[config.mk]
export PLATFORM = sky130hd
export DESIGN_NAME = mux_vector_player
export DESIGN_NICKNAME = d
export VERILOG_FILES = /design/src/rtl/mux_vec_pkg.sv /design/src/rtl/mux_vector_player_vec_mem.sv /design/src/rtl/mux_vector_player.sv
export SDC_FILE = /design/constraint.sdc
export NUM_CORES = 1
export LEC_CHECK = 0
export CAP_MARGIN = 20
export CORE_MARGIN = 5
export CORE_UTILIZATION = 49
export DETAILED_ROUTE_END_ITERATION = 6
export GPL_ROUTABILITY_DRIVEN = 0
export PLACE_DENSITY = 0.82
export SLEW_MARGIN = 40
export SYNTH_ARGS = -nofsm -noshare
export SYNTH_HDL_FRONTEND = slang
export SYNTH_SLANG_ARGS = --single-unit
[constraint.sdc]
create_clock -name clk -period 1.48 [get_ports clk]
set_input_delay 0.222 -clock clk [delete_from_list [all_inputs] [get_ports clk]]
set_output_delay 0.222 -clock clk [all_outputs]
set_load 0.01 [all_outputs]
[src/rtl/mux_vec_pkg.sv]
// Shared types for the mux vector player:
// FSM states and the packed test-vector layout.
package mux_vec_pkg;

   localparam int VEC_W = 4;

   typedef enum logic [2:0] {
      IDLE,
      APPLY,
      WAIT,
      CHECK,
      DONE
   } vp_state_t;

   typedef struct packed {
      logic a;
      logic b;
      logic sel;
      logic y_exp;
   } mux_vec_t;

endpackage

[src/rtl/mux_vector_player_vec_mem.sv]
// Vector store: NVEC x VEC_W register file,
// synchronous write, asynchronous read.
module vec_mem
   import mux_vec_pkg::*;
#(
   parameter int NVEC = 8,
   localparam int AW = $clog2(NVEC)
) (
   input  logic          clk,
   input  logic          we,
   input  logic [AW-1:0] waddr,
   input  mux_vec_t      wdata,
   input  logic [AW-1:0] raddr,
   output mux_vec_t      rdata
);

   mux_vec_t mem_q [NVEC];

   always_ff @(posedge clk) begin
      if (we) begin
         mem_q[waddr] <= wdata;
      end
   end

   assign rdata = mem_q[raddr];

endmodule

[src/rtl/mux_vector_player.sv]
// Drives stored vectors into a 2:1 mux, samples y after
// a settle delay and scores mismatches.
module mux_vector_player
   import mux_vec_pkg::*;
#(
   parameter int NVEC = 8,
   parameter int SETTLE = 2,
   localparam int AW = $clog2(NVEC)
) (
   input  logic          clk,
   input  logic          rst,
   input  logic          vec_we,
   input  logic [AW-1:0] vec_addr,
   input  logic [3:0]    vec_wdata,
   input  logic          start,
   input  logic          y,
   output logic          a,
   output logic          b,
   output logic          sel,
   output logic          busy,
   output logic          done,
   output logic          pass,
   output logic [AW:0]   err_count,
   output logic [AW:0]   vec_count,
   output logic [AW-1:0] first_err
);

   localparam int CW = (SETTLE > 1) ? $clog2(SETTLE) : 1;
   localparam logic [CW-1:0] CNT_LD = CW'(SETTLE - 1);

   vp_state_t     state_q, state_d;
   logic [AW-1:0] idx_q, idx_d;
   logic [CW-1:0] cnt_q, cnt_d;
   logic          y_exp_q, y_exp_d;
   logic [2:0]    abs_q, abs_d;
   logic [AW:0]   err_q, err_d;
   logic [AW:0]   vcnt_q, vcnt_d;
   logic [AW-1:0] ferr_q, ferr_d;
   logic          mem_we;
   mux_vec_t      rvec;

   // Memory is writable only while no run is in flight
   assign mem_we = vec_we &
                   ((state_q == IDLE) || (state_q == DONE));

   vec_mem #(.NVEC(NVEC)) u_mem (
      .clk   (clk),
      .we    (mem_we),
      .waddr (vec_addr),
      .wdata (mux_vec_t'(vec_wdata)),
      .raddr (idx_q),
      .rdata (rvec)
   );

   always_comb begin
      state_d = state_q;
      idx_d   = idx_q;
      cnt_d   = cnt_q;
      y_exp_d = y_exp_q;
      abs_d   = abs_q;
      err_d   = err_q;
      vcnt_d  = vcnt_q;
      ferr_d  = ferr_q;
      unique case (state_q)
         IDLE, DONE: begin
            if (start) begin
               state_d = APPLY;
               idx_d   = '0;
               err_d   = '0;
               vcnt_d  = '0;
            end
         end
         APPLY: begin
            abs_d   = {rvec.a, rvec.b, rvec.sel};
            y_exp_d = rvec.y_exp;
            cnt_d   = CNT_LD;
            state_d = WAIT;
         end
         WAIT: begin
            if (cnt_q == '0) state_d = CHECK;
            else cnt_d = cnt_q - 1'b1;
         end
         CHECK: begin
            // Case inequality so X/Z on y is a mismatch
            if (y !== y_exp_q) begin
               err_d = err_q + 1'b1;
               if (err_q == '0) ferr_d = idx_q;
            end
            vcnt_d = vcnt_q + 1'b1;
            if (idx_q == AW'(NVEC - 1)) begin
               state_d = DONE;
            end else begin
               idx_d   = idx_q + 1'b1;
               state_d = APPLY;
            end
         end
         default: state_d = IDLE;
      endcase
   end

   always_ff @(posedge clk) begin
      if (!rst) begin
         state_q <= IDLE;
         idx_q   <= '0;
         cnt_q   <= '0;
         y_exp_q <= 1'b0;
         abs_q   <= '0;
         err_q   <= '0;
         vcnt_q  <= '0;
         ferr_q  <= '0;
      end else begin
         state_q <= state_d;
         idx_q   <= idx_d;
         cnt_q   <= cnt_d;
         y_exp_q <= y_exp_d;
         abs_q   <= abs_d;
         err_q   <= err_d;
         vcnt_q  <= vcnt_d;
         ferr_q  <= ferr_d;
      end
   end

   assign a         = abs_q[2];
   assign b         = abs_q[1];
   assign sel       = abs_q[0];
   assign busy      = (state_q == APPLY) ||
                      (state_q == WAIT) ||
                      (state_q == CHECK);
   assign done      = (state_q == DONE);
   assign pass      = done && (err_q == '0);
   assign err_count = err_q;
   assign vec_count = vcnt_q;
   assign first_err = ferr_q;

endmodule
==> results of run 1 <==
## report_power, final
| part | internal (W) | total (W) | switching [W] | leakage, nW |
|---|---|---|---|---|
| combinational | 0.000249 | 0.000476 | 0.000228 | 0.817 |
| sequential | 0.00165 | 0.00168 | 0.0000363 | 0.473 |
| clock | 0.000513 | 0.00102 | 0.000505 | 0.0587 |
## timing repair
item,in CTS,in global routing
setup buffers,1,2
hold buffers,0,0
pin swaps,6,6
resized for setup,31,30
setup endpoints to repair,52,39
## worst paths after layout
kind / start / to
hold reg to reg: abs_q[2]$_SDFFE_PN0P_ / abs_q[2]$_SDFFE_PN0P_
hold / removal: abs_q[2]$_SDFFE_PN0P_ / abs_q[2]$_SDFFE_PN0P_
setup reg to reg: state_q[1]$_SDFFE_PN0P_ / idx_q[2]$_SDFFE_PN0P_
setup / recovery: err_count[1]$_SDFFE_PN0P_ / pass
## layer usage
layer	GRT usage, %	up-vias	share of wire, %
li1	-	813	-
met1	20.0	803	42
met4	8.08	0	2.6
met5	0	-	0
met2	30.1	47	50
met3	4.65	11	5.3
## per-stage QoR
stage | cell area, um2 | total power, W | TNS, ps
final | 3140 | 0.00318 | -131
after floorplan | 2360 | 0.00193 | 0
after detailed placement | 2900 | 0.00213 | -2600
after global routing | 3140 | 0.00331 | -486
after global placement | 2900 | 0.00212 | -2250
after CTS | 3060 | 0.00316 | -188
## Yosys cell counts
library cell	number
inv_1	4
dfxtp_1	22
a22oi_1	3
o41ai_1	4
clkbuf_1	3
a21boi_0	1
xor2_4	1
and3b_1	1
nand3b_1	2
nand2b_1	5
and2_1	3
xor2_1	4
a21oi_1	4
and3_1	5
mux2_4	1
nor2b_1	16
nor3_1	3
buf_2	3
nand4_1	1
o21a_1	3
a211oi_1	4
mux2_2	9
nor2b_2	1
or3b_4	1
nand2_1	12
o21ai_0	3
nand3_1	5
ha_1	5
a2111oi_0	4
nor2_1	15
edfxtp_1	32
buf_4	1
a21boi_4	1
buf_6	1
mux2i_1	4
o22ai_1	4
nor3b_1	1
## flip-flops by register name (all words and copies together), names as in the netlist
| register | cells |
|---|---|
| u_mem.mem_q | 32 |
| err_count | 4 |
| vec_count | 4 |
| abs_q | 3 |
| first_err | 3 |
| idx_q | 3 |
| state_q | 3 |
| cnt_q | 1 |
| y_exp_q | 1 |
## cell usage in the layout (no fill, tap or decap), types with 5 or more instances in the layout
| master | instances |
|---|---|
| dfxtp_1 | 12 |
| dlymetal6s2s_1 | 7 |
| buf_4 | 27 |
| clkdlybuf4s50_1 | 12 |
| clkbuf_8 | 5 |
| and3_1 | 5 |
| dfxtp_2 | 8 |
| nand2_1 | 12 |
| mux2_2 | 8 |
| nand2b_1 | 5 |
| edfxtp_1 | 32 |
| dlygate4sd2_1 | 6 |
| nor2_1 | 14 |
| nor2b_1 | 16 |
## kinds of logic after synthesis
kind of cell,count (synthesis),share of synthesized area [%]
adder cells (fa/ha/maj),5,2.66
XOR/XNOR,5,2.66
multiplexers,14,6.64
buffers and inverters,12,2.55
AND/OR/NAND/NOR,71,16.2
AO/OA/AOI/OAI,31,9.83
flip-flops,54,59.5
## worst reg2reg max path, stage by stage, from the launching register on
cell and delay (ps):
dfxtp_4 370, buf_6 110, or3b_4 390, mux2_4 300, a22oi_2 170, nor2b_1 70
## final cells by class
type                            count  area [um2]
Fill cell                         344        1550
Sequential cell                    54        1420
Multi-Input combinational cell    126         995
Timing Repair Buffer               59         532
Clock buffer                        5        68.8
Tap cell                           54        67.6
Clock inverter                      3        47.5
Inverter                            4        15.0
==> flow_summary.toml, run 1 <==
[critical_path]
startpoint_type = "flip-flop"
cp.arrival_ps = 1340
cp_max_fo = 2
slowest_stage = "dfxtp_2"
path_cells = "inv_2, ha_4, nor3b_4, and3_1, buf_2"
critical_path.max_stage_delay_ps = 340
cp.required_ps = 1260
r2r_cells = 5
endpoint_kind = "output port"
ff2ff_setup_slack_ps = -30
cp_num_buf_inv = 2
crit_family = "simple AND/OR/NAND/NOR gates"
critical_path_depth = 5
crit_type = "flip-flop to output port"

[final_layout]
num_antenna_cells = 0
finalNonFillerCells = 305
drive_above_1_share_pct = 33.1
nNetsFinal = 267
fin_util_pct = 67.0
syn2layout_area_growth_pct = 33.5

[timing]
finalMaxSlewViolations = 0
skew_ps = 11.7
finalCriticalPeriod_ps = 1560
max_freq_ghz = 0.641
hold_viol = 0
finalWorstSetupSlack_ps = -79.9
rsz0062_at_grt = "yes"
worstMarginPinSlew_ps = 441
setup_viol = 4
holdWs_ps = 463
slew_headroom_pct = 70.5
min_period_over_period_pct = 105

[routing]
vias = 1674
postRouteAntennaNets = 0
viasPerCell = 5.49
drt_first_pass_iters = 4
initialDrtViolationCount = 86
route.detailed.drc = 0
wl_mm = 5.13
wl_per_cell_um = 16.8

[place]
hpwl_mm = 3.53
post-place-cells = 295
pre_cts_slack_ps = -292
io_buffer_count = 28

[global_routing]
grt_max_degree = 27
antenna_found_initial = 0
gr-total-overflow = 0
grt_pass1_wl_mm = 8.14
grt_use_total_pct = 17.4
grt_pass1_vias = 1709

[die]
die_area_um2 = 6290
core_um2 = 4690
die_h_um = 79.3
start_util_pct = 50.2
io_pins = 29
die_x_um = 79.3
row_count = 25

[cts]
clock_latency_ps = 310
cts_buffers = 5
cts-root-buf = "clkbuf_8"
cts_sinks = 54
h-tree-depth = 2
cts_tree = "yes"
clk_pin_slew_worst_paths_ps = 100
clockBufferDepth = 2

[run_status]
violations = "negative setup slack"
status = "complete, but fails checks"

[logic_synthesis]
synth.top_cell.area_share_pct = 40.8
synth_largest_area_cell = "edfxtp_1"
synth_cell_types = 37
avgSynthCellArea_um2 = 12.3
netlist_instances = 192
ys_ff_latch = 54
synth_area_leaders = "edfxtp_1 (41%), dfxtp_1 (19%), mux2_2 (4.3%)"
syn-num-nets = 209
netlist_area_um2 = 2350
yosysWarnings = 0
synth_seq_area_share_pct = 59.5

[power]
power.density_nw_per_um2 = 1010
max-vdd-ir-drop_mv = 0.644
p_leak_nw = 1.35

[flow_run]
cap_violations = 0

[hold_path]
hold_depth = 2
hp-class = "flip-flop to flip-flop"
No activity file was read; power rests on OpenSTA's default activity.
==> run 2: changes to the inputs <==
--- a/config.mk
+++ b/config.mk
@@ -9,7 +9,7 @@
 export CORE_MARGIN = 5
 export CORE_UTILIZATION = 49
 export DETAILED_ROUTE_END_ITERATION = 6
-export GPL_ROUTABILITY_DRIVEN = 0
+export GPL_ROUTABILITY_DRIVEN = 1
 export PLACE_DENSITY = 0.82
 export SLEW_MARGIN = 40
 export SYNTH_ARGS = -nofsm -noshare
==> results of run 2 <==
The final DEF is identical to that of run 1; final timing and power are the same.
==> run 3: changes to the inputs <==
--- a/config.mk
+++ b/config.mk
@@ -7,10 +7,10 @@
 export LEC_CHECK = 0
 export CAP_MARGIN = 20
 export CORE_MARGIN = 5
-export CORE_UTILIZATION = 49
+export CORE_UTILIZATION = 54
 export DETAILED_ROUTE_END_ITERATION = 6
 export GPL_ROUTABILITY_DRIVEN = 1
-export PLACE_DENSITY = 0.82
+export PLACE_DENSITY = 0.86
 export SLEW_MARGIN = 40
 export SYNTH_ARGS = -nofsm -noshare
 export SYNTH_HDL_FRONTEND = slang
==> constraint.sdc (replaced) <==
create_clock -name clk -period 1.65 [get_ports clk]
set_input_delay 0.2475 -clock clk [delete_from_list [all_inputs] [get_ports clk]]
set_output_delay 0.2475 -clock clk [all_outputs]
set_load 0.01 [all_outputs]
==> flow_summary.toml, run 3 (same netlist as run 1, synthesis figures left out) <==
[run_status]
status = "finished, final reports clean"

[die]
core_um2 = 4290
die_h_um = 76.0
die_x_um = 76.0
row_count = 24
die_area_um2 = 5780
io_pins = 29
start_util_pct = 54.8

[power]
p_leak_nw = 1.09
total_power_w = 0.00263
max-vdd-ir-drop_mv = 0.630
power.density_nw_per_um2 = 902

[cts]
clockBufferDepth = 2
cts_hold_buf = 0
cts_sinks = 54
cts_tree = "yes"
cts-root-buf = "clkbuf_8"
h-tree-depth = 2
clk_pin_slew_worst_paths_ps = 100
clock_latency_ps = 310
cts_buffers = 5

[timing]
setup_tns_ps = 0
hold_viol = 0
min_period_over_period_pct = 96.5
skew_ps = 13.1
finalMaxSlewViolations = 0
slew_headroom_pct = 70.4
worstMarginPinSlew_ps = 444
rsz0062_at_grt = "yes"
finalCriticalPeriod_ps = 1590
setup_viol = 0
max_freq_ghz = 0.628

[routing]
wl_mm = 4.34
postRouteAntennaNets = 0
drt_first_pass_iters = 4
route.detailed.drc = 0
initialDrtViolationCount = 78
viasPerCell = 5.43
wl_per_cell_um = 15.0
vias = 1575

[place]
hpwl_mm = 3.22
gp_congestion = 0.775
io_buffer_count = 28

[critical_path]
cp.required_ps = 1640
path_cells = "nor2_2, buf_4, buf_4, nand3_1, nor2_1"
critical_path.max_stage_delay_ps = 350
cp.arrival_ps = 1590
crit_type = "flip-flop to flip-flop"
cp_max_fo = 4
startpoint_type = "flip-flop"
cpMostUsedCell = "buf_4"
endpoint_kind = "flip-flop"
cp_num_buf_inv = 2
crit_family = "simple AND/OR/NAND/NOR gates"
slowest_stage = "dfxtp_2"

[hold_path]
hp-class = "flip-flop to flip-flop"

[global_routing]
grt_pass1_wl_mm = 7.51
grt_use_total_pct = 16.3
antenna_found_initial = 0
grt_pass1_vias = 1585
gr-total-overflow = 0
grt_max_degree = 26

[final_layout]
largest_reg_flops = 32
nNetsFinal = 254
top_register = "u_mem.mem_q"
regArea_um2 = 1410
num_antenna_cells = 0
fillCellCount = 346
fin_util_pct = 67.9
syn2layout_area_growth_pct = 23.8
final_cell_mix = "edfxtp_1 (32), clkdlybuf4s50_1 (25), dfxtp_1 (18)"
multi_input_area_um2 = 910
final_common_cell = "edfxtp_1"
drive_above_1_share_pct = 21.0

[flow_run]
cap_violations = 0
-- run 3: path summary, 6_finish.rpt --
path	from	endpoint	slack (ps)	depth (start not counted)
worst max-delay path	state_q[0]$_SDFFE_PN0P_	u_mem.mem_q[5][3]$_DFFE_PP_	60	5
worst min-delay path	abs_q[2]$_SDFFE_PN0P_	abs_q[2]$_SDFFE_PN0P_	480	2
worst max register to register	state_q[0]$_SDFFE_PN0P_	u_mem.mem_q[5][3]$_DFFE_PP_	60	5
worst min register to register	abs_q[2]$_SDFFE_PN0P_	abs_q[2]$_SDFFE_PN0P_	480	2
-- run 3: area by class of cell --
cell class	instances	share of cell area (%)
inverters	4	0.515
clock inverters	3	0.901
clock buffers	5	2.36
flip-flops and latches	54	48.2
multi-input cells	126	31.2
well taps	52	2.23
repair buffers	46	14.5
-- run 3: worst register-to-register path: stages, from the launching register on --
cell and delay (ps):
dfxtp_2 350, nor2_2 160, buf_4 130, buf_4 120, nand3_1 170, nor2_1 340
-- run 3: per-stage QoR --
step | setup WS, ps | area [um2] | hold WS [ps] | cells
after floorplan | 119 | 2350 | 346 | 192
after global placement | -143 | 2800 | 449 | 281
after detailed placement | -161 | 2800 | 452 | 281
after CTS | 2.62 | 2900 | 480 | 290
after global routing | -26.9 | 2920 | 502 | 290
final | 58.1 | 2920 | 477 | 290
-- run 3: power breakdown --
part           total (W)  switching (W)  internal, W
sequential       0.00151      0.0000306      0.00147
combinational   0.000358       0.000174     0.000184
clock           0.000767       0.000451     0.000316
-- run 3: what timing repair did --
action,CTS,global route
buffers inserted,1,0
endpoints found under the setup margin,3,19
gates cloned,0,0
pin swaps,2,0
resized for setup,11,5
-- run 3: routing by layer --
metal | global-route usage (%) | wire [um] | vias up | share of wire, %
li1 | - | - | 786 | -
met1 | 19.0 | 1760 | 740 | 41
met2 | 28.8 | 2270 | 44 | 52
met3 | 4.02 | 243 | 5 | 5.6
met4 | 5.87 | 64 | 0 | 1.5
met5 | 0 | 0 | - | 0
